--- config.mk ---
export PLATFORM = sky130hd
export DESIGN_NAME = int_div_seq
export DESIGN_NICKNAME = d
export VERILOG_FILES = /design/src/rtl/int_div_pkg.sv /design/src/rtl/int_div_seq_div_step.sv /design/src/rtl/int_div_seq.sv
export SDC_FILE = /design/constraint.sdc
export NUM_CORES = 1
export LEC_CHECK = 0
export CAP_MARGIN = 20
export CORE_AREA = 2 2 134 136
export CTS_CLUSTER_DIAMETER = 50
export DETAILED_ROUTE_END_ITERATION = 6
export DIE_AREA = 0 0 136 138
export PLACE_DENSITY = 0.93
export SYNTH_ARGS = -nofsm -noshare
export SYNTH_HDL_FRONTEND = slang
export SYNTH_SLANG_ARGS = --single-unit
--- constraint.sdc ---
create_clock -name i_clk -period 6.13 [get_ports i_clk]
set_input_delay 1.5325 -clock i_clk [delete_from_list [all_inputs] [get_ports i_clk]]
set_output_delay 1.5325 -clock i_clk [all_outputs]
set_load 0.02 [all_outputs]
--- src/rtl/int_div_pkg.sv ---
// ============================================================================
// Module : int_div_pkg
// Brief  : Shared op encodings, FSM states and constants for int_div_seq.
// Rev    : 1.0
// ============================================================================
`default_nettype none

package int_div_pkg;

   localparam int XLEN_DEF = 32;
   localparam logic [31:0] INT_MIN = 32'h8000_0000;

   localparam logic [1:0] OP_DIV  = 2'd0;
   localparam logic [1:0] OP_DIVU = 2'd1;
   localparam logic [1:0] OP_REM  = 2'd2;
   localparam logic [1:0] OP_REMU = 2'd3;

   typedef enum logic [1:0] {
      S_IDLE = 2'd0,
      S_CALC = 2'd1,
      S_FIX  = 2'd2,
      S_DONE = 2'd3
   } state_e;

   function automatic logic op_is_signed(input logic [1:0] op);
      return (op == OP_DIV) || (op == OP_REM);
   endfunction

   function automatic logic op_is_rem(input logic [1:0] op);
      return (op == OP_REM) || (op == OP_REMU);
   endfunction

endpackage

`default_nettype wire

--- src/rtl/int_div_seq_div_step.sv ---
// ============================================================================
// Module : div_step
// Brief  : One restoring-division step: trial subtract of the divisor from the
//          partial remainder with the next dividend bit shifted in.
// Rev    : 1.0
// ============================================================================
`default_nettype none

module div_step #(
   parameter int XLEN = 32
) (
   input  logic [XLEN-1:0] i_rem,
   input  logic            i_bit,
   input  logic [XLEN-1:0] i_div,
   output logic [XLEN-1:0] o_rem,
   output logic            o_q
);

   logic [XLEN:0] w_trial;

   // rem < div always holds, so the shifted value minus div fits in XLEN+1 signed bits
   assign w_trial = {i_rem, i_bit} - {1'b0, i_div};
   assign o_q     = ~w_trial[XLEN];
   assign o_rem   = o_q ? w_trial[XLEN-1:0] : {i_rem[XLEN-2:0], i_bit};

endmodule

`default_nettype wire

--- src/rtl/int_div_seq.sv ---
// ============================================================================
// Module : int_div_seq
// Brief  : Iterative radix-2 restoring divider for DIV/DIVU/REM/REMU, one
//          quotient bit per cycle. Define INT_DIV_EARLY_OUT_EN to finish
//          |a| < |b| operands in one cycle.
// Rev    : 1.0
// ============================================================================
`default_nettype none

module int_div_seq
   import int_div_pkg::*;
#(
   parameter int XLEN  = 32,
   parameter int CNT_W = 6
) (
   input  logic            i_clk,
   input  logic            i_rst,
   input  logic            i_flush,
   input  logic            i_valid,
   output logic            o_ready,
   input  logic [1:0]      i_op,
   input  logic [XLEN-1:0] i_a,
   input  logic [XLEN-1:0] i_b,
   output logic            o_valid,
   input  logic            i_ready,
   output logic [XLEN-1:0] o_result
);

   localparam logic [XLEN-1:0] C_INT_MIN = {1'b1, {(XLEN-1){1'b0}}};

   state_e r_state, w_state_nxt;

   logic [CNT_W-1:0] r_cnt;
   logic [XLEN-1:0]  r_rem, r_quo, r_div, r_result;
   logic [1:0]       r_op;
   logic             r_q_neg, r_r_neg;

   logic            w_accept, w_signed, w_a_neg, w_b_neg, w_b_zero, w_ovf;
   logic            w_special;
   logic [XLEN-1:0] w_abs_a, w_abs_b, w_spec_q, w_spec_r, w_spec_result;
   logic [XLEN-1:0] w_step_rem;
   logic            w_step_q;

   assign o_ready  = (r_state == S_IDLE);
   assign o_valid  = (r_state == S_DONE);
   assign o_result = r_result;

   assign w_accept = i_valid & o_ready & ~i_flush;
   assign w_signed = op_is_signed(i_op);
   assign w_a_neg  = w_signed & i_a[XLEN-1];
   assign w_b_neg  = w_signed & i_b[XLEN-1];
   assign w_abs_a  = w_a_neg ? -i_a : i_a;
   assign w_abs_b  = w_b_neg ? -i_b : i_b;
   assign w_b_zero = (i_b == '0);
   assign w_ovf    = w_signed & (i_a == C_INT_MIN) & (i_b == '1);

   always_comb begin
      w_special = 1'b0;
      w_spec_q  = '1;
      w_spec_r  = i_a;
      if (w_b_zero) begin
         w_special = 1'b1;
      end else if (w_ovf) begin
         w_special = 1'b1;
         w_spec_q  = C_INT_MIN;
         w_spec_r  = '0;
      end
`ifdef INT_DIV_EARLY_OUT_EN
      else if (w_abs_a < w_abs_b) begin
         w_special = 1'b1;
         w_spec_q  = '0;
      end
`endif
   end

   assign w_spec_result = op_is_rem(i_op) ? w_spec_r : w_spec_q;

   div_step #(.XLEN(XLEN)) u_step (
      .i_rem (r_rem),
      .i_bit (r_quo[XLEN-1]),
      .i_div (r_div),
      .o_rem (w_step_rem),
      .o_q   (w_step_q)
   );

   always_ff @(posedge i_clk) begin
      if (i_rst) r_state <= S_IDLE;
      else       r_state <= w_state_nxt;
   end

   always_comb begin
      w_state_nxt = r_state;
      case (r_state)
         S_IDLE:  if (w_accept) w_state_nxt = w_special ? S_DONE : S_CALC;
         S_CALC:  if (r_cnt == CNT_W'(1)) w_state_nxt = S_FIX;
         S_FIX:   w_state_nxt = S_DONE;
         S_DONE:  if (i_ready) w_state_nxt = S_IDLE;
         default: w_state_nxt = S_IDLE;
      endcase
      if (i_flush) w_state_nxt = S_IDLE;
   end

   always_ff @(posedge i_clk) begin
      if (i_rst) begin
         r_cnt    <= '0;
         r_rem    <= '0;
         r_quo    <= '0;
         r_div    <= '0;
         r_op     <= '0;
         r_q_neg  <= 1'b0;
         r_r_neg  <= 1'b0;
         r_result <= '0;
      end else begin
         case (r_state)
            S_IDLE: begin
               if (w_accept) begin
                  r_op    <= i_op;
                  r_q_neg <= w_a_neg ^ w_b_neg;
                  r_r_neg <= w_a_neg;
                  r_rem   <= '0;
                  r_quo   <= w_abs_a;
                  r_div   <= w_abs_b;
                  r_cnt   <= CNT_W'(XLEN);
                  if (w_special) r_result <= w_spec_result;
               end
            end
            S_CALC: begin
               r_rem <= w_step_rem;
               r_quo <= {r_quo[XLEN-2:0], w_step_q};
               r_cnt <= r_cnt - CNT_W'(1);
            end
            S_FIX: begin
               // a flushed op must not disturb the last delivered result
               if (!i_flush) begin
                  if (op_is_rem(r_op)) r_result <= r_r_neg ? -r_rem : r_rem;
                  else                 r_result <= r_q_neg ? -r_quo : r_quo;
               end
            end
            default: ;
         endcase
      end
   end

endmodule

`default_nettype wire
==> results of run 1 <==
-- cells by family after synthesis --
kind of cell / count (synthesis) / share of synthesized area
AOI/OAI and AO/OA: 413 / 0.251
xor gates and xnor gates: 145 / 0.120
adders and majority gates: 44 / 0.0524
buffers and inverters: 154 / 0.0583
DFF: 139 / 0.261
muxes: 6 / 0.00576
and+or+nand+nor: 571 / 0.252
-- worst max-delay path: stages --
cell and delay, ns:
clkdlybuf4s50_1 0.49, inv_1 0.14, ha_1 0.18, or3b_1 0.42
nor4_4 0.48, nand4b_4 0.26, nor4_4 0.29, buf_4 0.29
a31oi_1 0.11, o22ai_1 0.21, and2b_1 0.17, buf_4 0.40
nor2_1 0.29, a22o_1 0.31
-- sequential cells by signal, indices dropped and copies added, names as in the netlist --
name	flops
r_r_neg	1
r_state	2
r_q_neg	1
o_result	32
r_quo	32
r_op	1
r_rem	32
r_cnt	6
r_div	32
-- how the worst min path moves through the flow --
stage / slack, ns / endpoint / depth (start not counted) / startpoint
2_1_floorplan: 0.43 / r_div[13] / 2 / r_div[13]
6_report: 0.47 / r_div[13] / 2 / r_div[13]
3_3_place_gp: 0.44 / r_div[13] / 2 / r_div[13]
4_1_cts: 0.47 / r_div[13] / 2 / r_div[13]
3_5_place_dp: 0.46 / r_div[13] / 2 / r_div[13]
5_1_grt: 0.49 / r_div[13] / 2 / r_div[13]
-- power breakdown --
group          internal [mW]  switching, mW  leakage (nW)
combinational          0.212          0.323          3.16
clock                  0.701          0.413         0.296
sequential             0.938         0.0408          1.13
total                   1.85          0.776          4.58
-- placed cells by master, fill, tap and decap left out, drive strengths merged, types with 21 or more instances in the layout --
| cell type | count |
|---|---|
| ha | 43 |
| inv | 67 |
| clkbuf | 21 |
| nor3 | 36 |
| o31ai | 23 |
| xnor2 | 87 |
| xor2 | 58 |
| nand2 | 189 |
| a211oi | 45 |
| clkdlybuf4s50 | 103 |
| nor2 | 152 |
| o21ai | 106 |
| nand3 | 81 |
| a21oi | 122 |
| dfxtp | 139 |
| o211ai | 24 |
-- stage by stage --
stage	setup slack [ns]	hold WS (ns)
final	0.858	0.468
after global routing	0.659	0.488
after CTS	1.04	0.467
after detailed placement	0.695	0.459
after global placement	0.838	0.442
after floorplan	2.01	0.432
-- layer usage --
metal,track usage,wire [um]
met5,0,0
met1,0.455,13000
met2,0.565,15400
met4,0.179,1840
met3,0.0726,3330
-- layout make-up --
type,count,area [sq um],area share
Multi-Input combinational cell,1179,7280,0.587
Clock inverter,10,165,0.0133
Clock buffer,21,460,0.0371
Timing Repair Buffer,121,1170,0.0946
Tap cell,229,287,0.0231
Inverter,67,251,0.0203
Sequential cell,139,2780,0.224
==> summary.txt, run 1 <==
Yosys
  • Synth Flop Type: dfxtp_1
  • Top-count cell post-synth: nand2_1
  • Post-synth EDFFs: 0
  • Ys async rst share: 0
  • Synthesized flop and latch total: 139
  • Dominant cells by area after synthesis: dfxtp_1, xnor2_1, nand2_1
  • Largest area contributor in the netlist: dfxtp_1
  • Synthesized area per cell: 7.24 sq um
  • Syn nets: 1587
  • Synthesized area: 10700 sq um
  • Share of the synthesized area in the top cell type: 0.261
  • Yosys cell types: 76
  • Synth cell count leaders: nand2_1, nor2_1, dfxtp_1
  • Post-synthesis cell count: 1472
  • Synth warn: 0
  • Register area share after synthesis: 0.261

Detailed routing
  • Avg WL per Cell: 19.0 um
  • DRC Markers: 0
  • Antenna Violating Nets Remaining: 0
  • Vias: 11700
  • Vias per Instance: 6.64
  • Routed WL: 33600 um
  • 1st-pass router iterations: 6
  • 1st-iter DRT viols: 1575

Critical path
  • Crit path kind: in2reg
  • Critical path endpoint: o_result[18]
  • Critical Path Sink Type: flip-flop
  • Worst EP arrival: 5.59 ns
  • Worst R2R End: r_rem[0]
  • CP Max Fanout: 47
  • FF-to-FF Start: r_rem[0]
  • CP Launch Type: primary input
  • Worst R2R Setup Slack: 2.12 ns
  • CP startpoint: i_a[0]
  • Required @ worst endpoint: 6.45 ns
  • Number of cells on the worst reg-to-reg path: 13

Clock network
  • CTS buffer count: 17
  • Clock transition at the registers of the reported paths: 0.06 ns
  • Post-CTS Setup Inserts: 0
  • CTS max path bufs: 2
  • Hold buffer count at cts: 0
  • Post-CTS Resized: 0
  • CTS tree: built
  • CTS sink cnt: 139
  • Root Buffer: clkbuf_16
  • Worst skew pair latency: 0.44 ns
  • Htree depth: 4

Layout
  • Final core occ: 0.707
  • Fin nets: 1640
  • Antenna Cells: 0
  • Layout cell share with drive strength beyond 1: 0.0540
  • Fillers: 1414
  • Design area: 12400 sq um
  • Area Overhead vs Synth: 16.4%
  • Non-filler instance count after layout: 1766

STA
  • Setup_tns: 0 ns
  • Final hold violation count: 0
  • Slew headroom: 0.268
  • Maximum clock rate: 190 MHz
  • Fin. max-slew vios: 0
  • Final period util: 0.860
  • Final Skew: 0.00824 ns
  • Worst-Margin Slew: 1.09 ns
  • RSZ-0062 raised after global routing: false
  • Crit path time final: 5.27 ns
  • Endpoints failing setup: 0

Floorplanning
  • Core Rows: 49
  • Core area: 17500 sq um
  • Die area: 18800 sq um
  • Die Ht: 138 um
  • Num ports: 105
  • Initial core utilization: 0.607
  • Die Span X: 136 um

GRT
  • Total track usage: 0.356
  • Vias in the first global route: 10800
  • First-pass GRT wire length: 53900 um
  • Largest net degree at the start of global routing: 65
  • Initial antenna violation count: 0
  • GR Overflow Total: 0

Power
  • Power after layout: 2.63 mW
  • Max VDD drop: 0.222 mV
  • Power per cell area: 212 nW/um^2
  • Leakage power total: 4.58 nW

Placed design
  • Dpl cell area: 11800 sq um
  • DP HPWL: 23500 um
  • Routability Congestion: 0.959
  • Placed Instances: 1733
  • PortBufs: 104

Run
  • Max Cap Viol: 0

Worst hold path
  • Tightest Hold Check Type: reg2reg

Run status
  • Status: finished clean
No activity file was read; power rests on OpenSTA's default activity.
==> run 2: changes to the inputs <==
- clock period: 6.13 -> 6.7 ns (I/O delays scaled with it)
==> run 2 against run 1 <==
- hold slack got worse by 0.0011 ns
- clock skew shrank 0.0016 ns
- via count is 1.4% lower
- power decreased by 11%
- register-to-register slack improved by 0.03 ns
- worst setup slack improved by 0.19 ns
- utilization fell by 0.15 points
- clock power decreased by 14%
- the flow now finishes with violations (design-rule violations)
- first-iteration DRC count is 2.3% lower
- critical path type unchanged
==> summary.txt, run 2 (same netlist as run 1, synthesis figures left out) <==
Layout
  • Antenna Cells: 0
  • Most frequent cells in the layout: nand2_1, nor2_1, dfxtp_1
  • Area Overhead vs Synth: 16.2%
  • Fin nets: 1640
  • Non-filler instance count after layout: 1767
  • Commonest non-fill, non-tap cell in the layout: nand2_1
  • Layout cell share with drive strength beyond 1: 0.0546

Critical path
  • Critical Path Sink Type: flip-flop
  • Top Family by Delay on Critical Path: simple AND/OR/NAND/NOR gates
  • CP Cell Sequence: clkdlybuf4s50_1 > inv_1 > ha_1 > or3b_1 > nor4_4 > nand4b_4 > nor4_4 > buf_4 > a31oi_1 > o22ai_1 > and2b_1 > nor2_1 > a22o_1
  • CP max-delay cell: and2b_1
  • FF-to-FF Start: r_quo[31]
  • Worst EP arrival: 5.97 ns
  • CP Launch Type: primary input
  • CP bufs+invs: 3
  • Required @ worst endpoint: 7.02 ns
  • Critical Path Most Common Cell: nor4_4
  • Crit path kind: in2reg
  • Critical Path Max Stage Delay: 0.81 ns
  • CP startpoint: i_a[0]
  • CP Max Fanout: 31

STA
  • Fin. max-slew vios: 0
  • Endpoints failing setup: 0
  • Setup_tns: 0 ns
  • Crit path time final: 5.65 ns
  • Final period util: 0.844
  • RSZ-0062 raised after global routing: false
  • Worst hold margin: 0.467 ns
  • Slew headroom: 0.321
  • Maximum clock rate: 177 MHz
  • Final Skew: 0.00668 ns
  • Worst-Margin Slew: 1.02 ns
  • Worst Slack Setup Final: 1.05 ns
  • Final hold violation count: 0

Floorplanning
  • Core Rows: 49
  • Num ports: 105
  • Die Span X: 136 um
  • Core area: 17500 sq um
  • Die Ht: 138 um
  • Die area: 18800 sq um
  • Initial core utilization: 0.607

Detailed routing
  • Routed WL: 33100 um
  • Vias: 11600
  • Antenna Violating Nets Remaining: 0
  • Met3 wire len: 3260 um
  • 1st-iter DRT viols: 1539
  • Vias per Instance: 6.54
  • Avg WL per Cell: 18.7 um
  • Routed wl met2: 15100 um
  • Max layer used: met4
  • Met1 WL: 13000 um
  • 1st-pass router iterations: 7
  • DRC Markers: 11

Clock network
  • CTS max path bufs: 2
  • CTS buffer count: 17
  • Worst skew pair latency: 0.44 ns
  • Hold buffer count at cts: 0
  • Root Buffer: clkbuf_16
  • Post-CTS Resized: 0
  • CTS tree: built
  • Htree depth: 4
  • Post-CTS Setup Inserts: 0
  • CTS sink cnt: 139
  • Clock transition at the registers of the reported paths: 0.06 ns

Power
  • Max VDD drop: 0.198 mV
  • Logic pwr share: 0.208
  • Clock Power Share: 0.409
  • Leakage power total: 4.57 nW
  • P_sw: 0.708 mW
  • Sequential Power Share: 0.383
  • Int Pwr: 1.63 mW
  • Power per cell area: 189 nW/um^2
  • Sw frac: 0.303
  • Power after layout: 2.34 mW

GRT
  • Initial antenna violation count: 0
  • Vias in the first global route: 10800
  • Total track usage: 0.346
  • GR Overflow Total: 0
  • First-pass GRT wire length: 52700 um
  • Largest net degree at the start of global routing: 66

Run status
  • Failing checks: design-rule violations
  • Status: complete, but fails checks

Placed design
  • Placed Instances: 1733
  • Pre-CTS setup slack: 0.749 ns
  • DP HPWL: 23600 um
  • Routability Congestion: 0.980
  • PortBufs: 104

Run
  • Max Cap Viol: 0

Worst hold path
  • Hold Crit Start: r_div[13]
  • Tightest Hold Check Type: reg2reg
==> run 2: metal layers <==
metal,vias to the layer above,track usage
met4,0,0.174
met5,-,0
met2,734,0.553
li1,5350,-
met3,160,0.0704
met1,5320,0.441
==> run 2: final cells by class <==
| type | instances | area, sq um |
|---|---|---|
| multi-input combinational | 1179 | 7280 |
| fill | 1390 | 5160 |
| sequential | 139 | 2780 |
| timing repair buffer | 121 | 1180 |
| clock buffer | 22 | 474 |
| tap | 229 | 287 |
| inverter | 67 | 251 |
| clock inverter | 10 | 115 |
==> run 2: per-stage QoR <==
stage | util | instance area (sq um)
after global placement | 0.670 | 11700
final | 0.706 | 12400
after detailed placement | 0.670 | 11800
after floorplan | - | 10700
after global routing | 0.706 | 12400
after CTS | 0.704 | 12300
==> run 2: path summary, 6_finish.rpt <==
path | to | slack [ns] | cells after the start
worst min register to register | r_div[13] | 0.47 | 2
worst max-delay path | o_result[20] | 1.05 | 13
worst max register to register | r_rem[21] | 2.15 | 14
worst min-delay path | r_div[13] | 0.47 | 2
==> run 2: power by group through the flow <==
stage	Clock [mW]	Combinational, mW	Sequential, mW
after detailed placement	0	0.462	0.913
after CTS	0.950	0.471	0.895
after floorplan	0	0.327	0.896
after global placement	0	0.449	0.911
final	0.955	0.485	0.896
after global routing	0.985	0.529	0.899
==> run 2: worst reg2reg max path: stages, from the launching register on <==
cell and delay [ns]:
dfxtp_1 0.31, inv_1 0.13, ha_1 0.26, fa_1 0.42, nor2b_1 0.20, o31a_1 0.19, o21ai_0 0.23, a211oi_2 0.33
a21oi_2 0.17, o211a_1 0.28, a311oi_4 0.48, xor2_2 0.83, buf_4 0.33, mux2i_1 0.09, a22o_1 0.20
==> RTL change (settings of run 2) <==
Build with the macro `INT_DIV_EARLY_OUT_EN` defined.
--- a/src/rtl/int_div_seq.sv
+++ b/src/rtl/int_div_seq.sv
@@ -8,2 +8,4 @@
 `default_nettype none
+
+`define INT_DIV_EARLY_OUT_EN
 
Behaviour: not the same (a bounded check fails within 4 cycles, from zero or initial values and one cycle with i_rst high).
==> RTL change against run 2 <==
- worst setup slack worse by 930 ps
- combinational power is 78% higher
- design area is 9.2% higher
- cell count is 4.1% higher
- area after synthesis is 6.3% higher
- sequential cell count stayed put
- total power is 16% higher
- via count is 8.5% higher
- wire length is 20% higher
- critical path type unchanged
- largest power group is now registers
==> RTL change: results (changes against run 2) <==
\begin{tabular}{lr}
\hline
Metric & Value \\
\hline
\multicolumn{2}{l}{\textbf{Placement}} \\
Place WS & -209 ps (-959 ps) \\
HPWL after detailed placement & 29.2 mm (+24\%) \\
Cell total after placement & 1,805 (+4.2\%) \\
Final Wtd Congestion & 0.978 (-0.18\%) \\
\multicolumn{2}{l}{\textbf{GRT}} \\
Via count of the first global-routing pass & 11,600 (+7.0\%) \\
Global routing met1 resource utilization & 52.3\% (+8.2 points) \\
Global-route wire length before repair & 61.6 mm (+17\%) \\
\multicolumn{2}{l}{\textbf{Drt}} \\
Met3 routed WL & 4.51 mm (+39\%) \\
Total met2 wirelength after detailed routing & 18.0 mm (+19\%) \\
Total vias in the final route & 12,500 (+8.5\%) \\
Metal1 wirelength & 14.8 mm (+14\%) \\
Number of design-rule violations left by the first detailed-router iteration & 1,952 (+27\%) \\
Top layer used by detailed routing & met5 \\
\multicolumn{2}{l}{\textbf{Synthesis}} \\
Adder and majority gate portion of the synthesized area & 8.36\% (+3.1 points) \\
Fraction of the yosys area taken by sequential cells & 24.6\% (-1.5 points) \\
Unique cell type count in the Yosys netlist & 68 (-11\%) \\
\multicolumn{2}{l}{\textbf{Finish}} \\
Post-Layout Inst Area & 0.0135 mm² (+9.2\%) \\
NonClk Buf Share & 12.1\% (+2.6 points) \\
Layout clock buffer count & 18 (-18\%) \\
Number of combinational gates with multiple inputs & 1,205 (+2.2\%) \\
\multicolumn{2}{l}{\textbf{Min path}} \\
Hold Path Sink & o\_result[13] \\
Number of instances on the worst hold path & 1 (-1) \\
\multicolumn{2}{l}{\textbf{Pwr}} \\
Comb pwr & 0.000861 W (+78\%) \\
Clk. pwr & 0.000923 W (-3.4\%) \\
\multicolumn{2}{l}{\textbf{Timing}} \\
Actual slew at the worst max-slew pin & 1190 ps (+172 ps) \\
Clk\_skew & 7.71 ps (+1.03 ps) \\
\multicolumn{2}{l}{\textbf{Run status}} \\
Status & finished clean \\
\multicolumn{2}{l}{\textbf{Setup path}} \\
Max FO, Critical Path & 6 (-81\%) \\
\hline
\end{tabular}
==> RTL change: cell types whose count changed in the layout (fill, tap and decap cells not counted), moves of 11 or more <==
| cell | change |
|---|---|
| mux2i_1 | +34 |
| nor2_1 | +13 |
| a32o_1 | +17 |
| ha_1 | +31 |
| nand2b_1 | +11 |
| o211ai_1 | -17 |
| a21o_1 | +36 |
| nand2_1 | -46 |
| nand3_1 | -58 |
| buf_4 | +44 |
==> RTL change: critical path, stage by stage <==
cell,delay [ps]
clkdlybuf4s50_1,430
or4_4,550
or4_4,430
or2_4,240
or3_1,420
nor4_1,240
nor2_1,80
xor2_1,160
ha_1,320
nand4_1,120
or2_2,340
or4_1,580
o221ai_1,280
nor2_1,90
o31ai_2,130
a211oi_4,150
buf_4,170
or2_2,360
o32ai_2,150
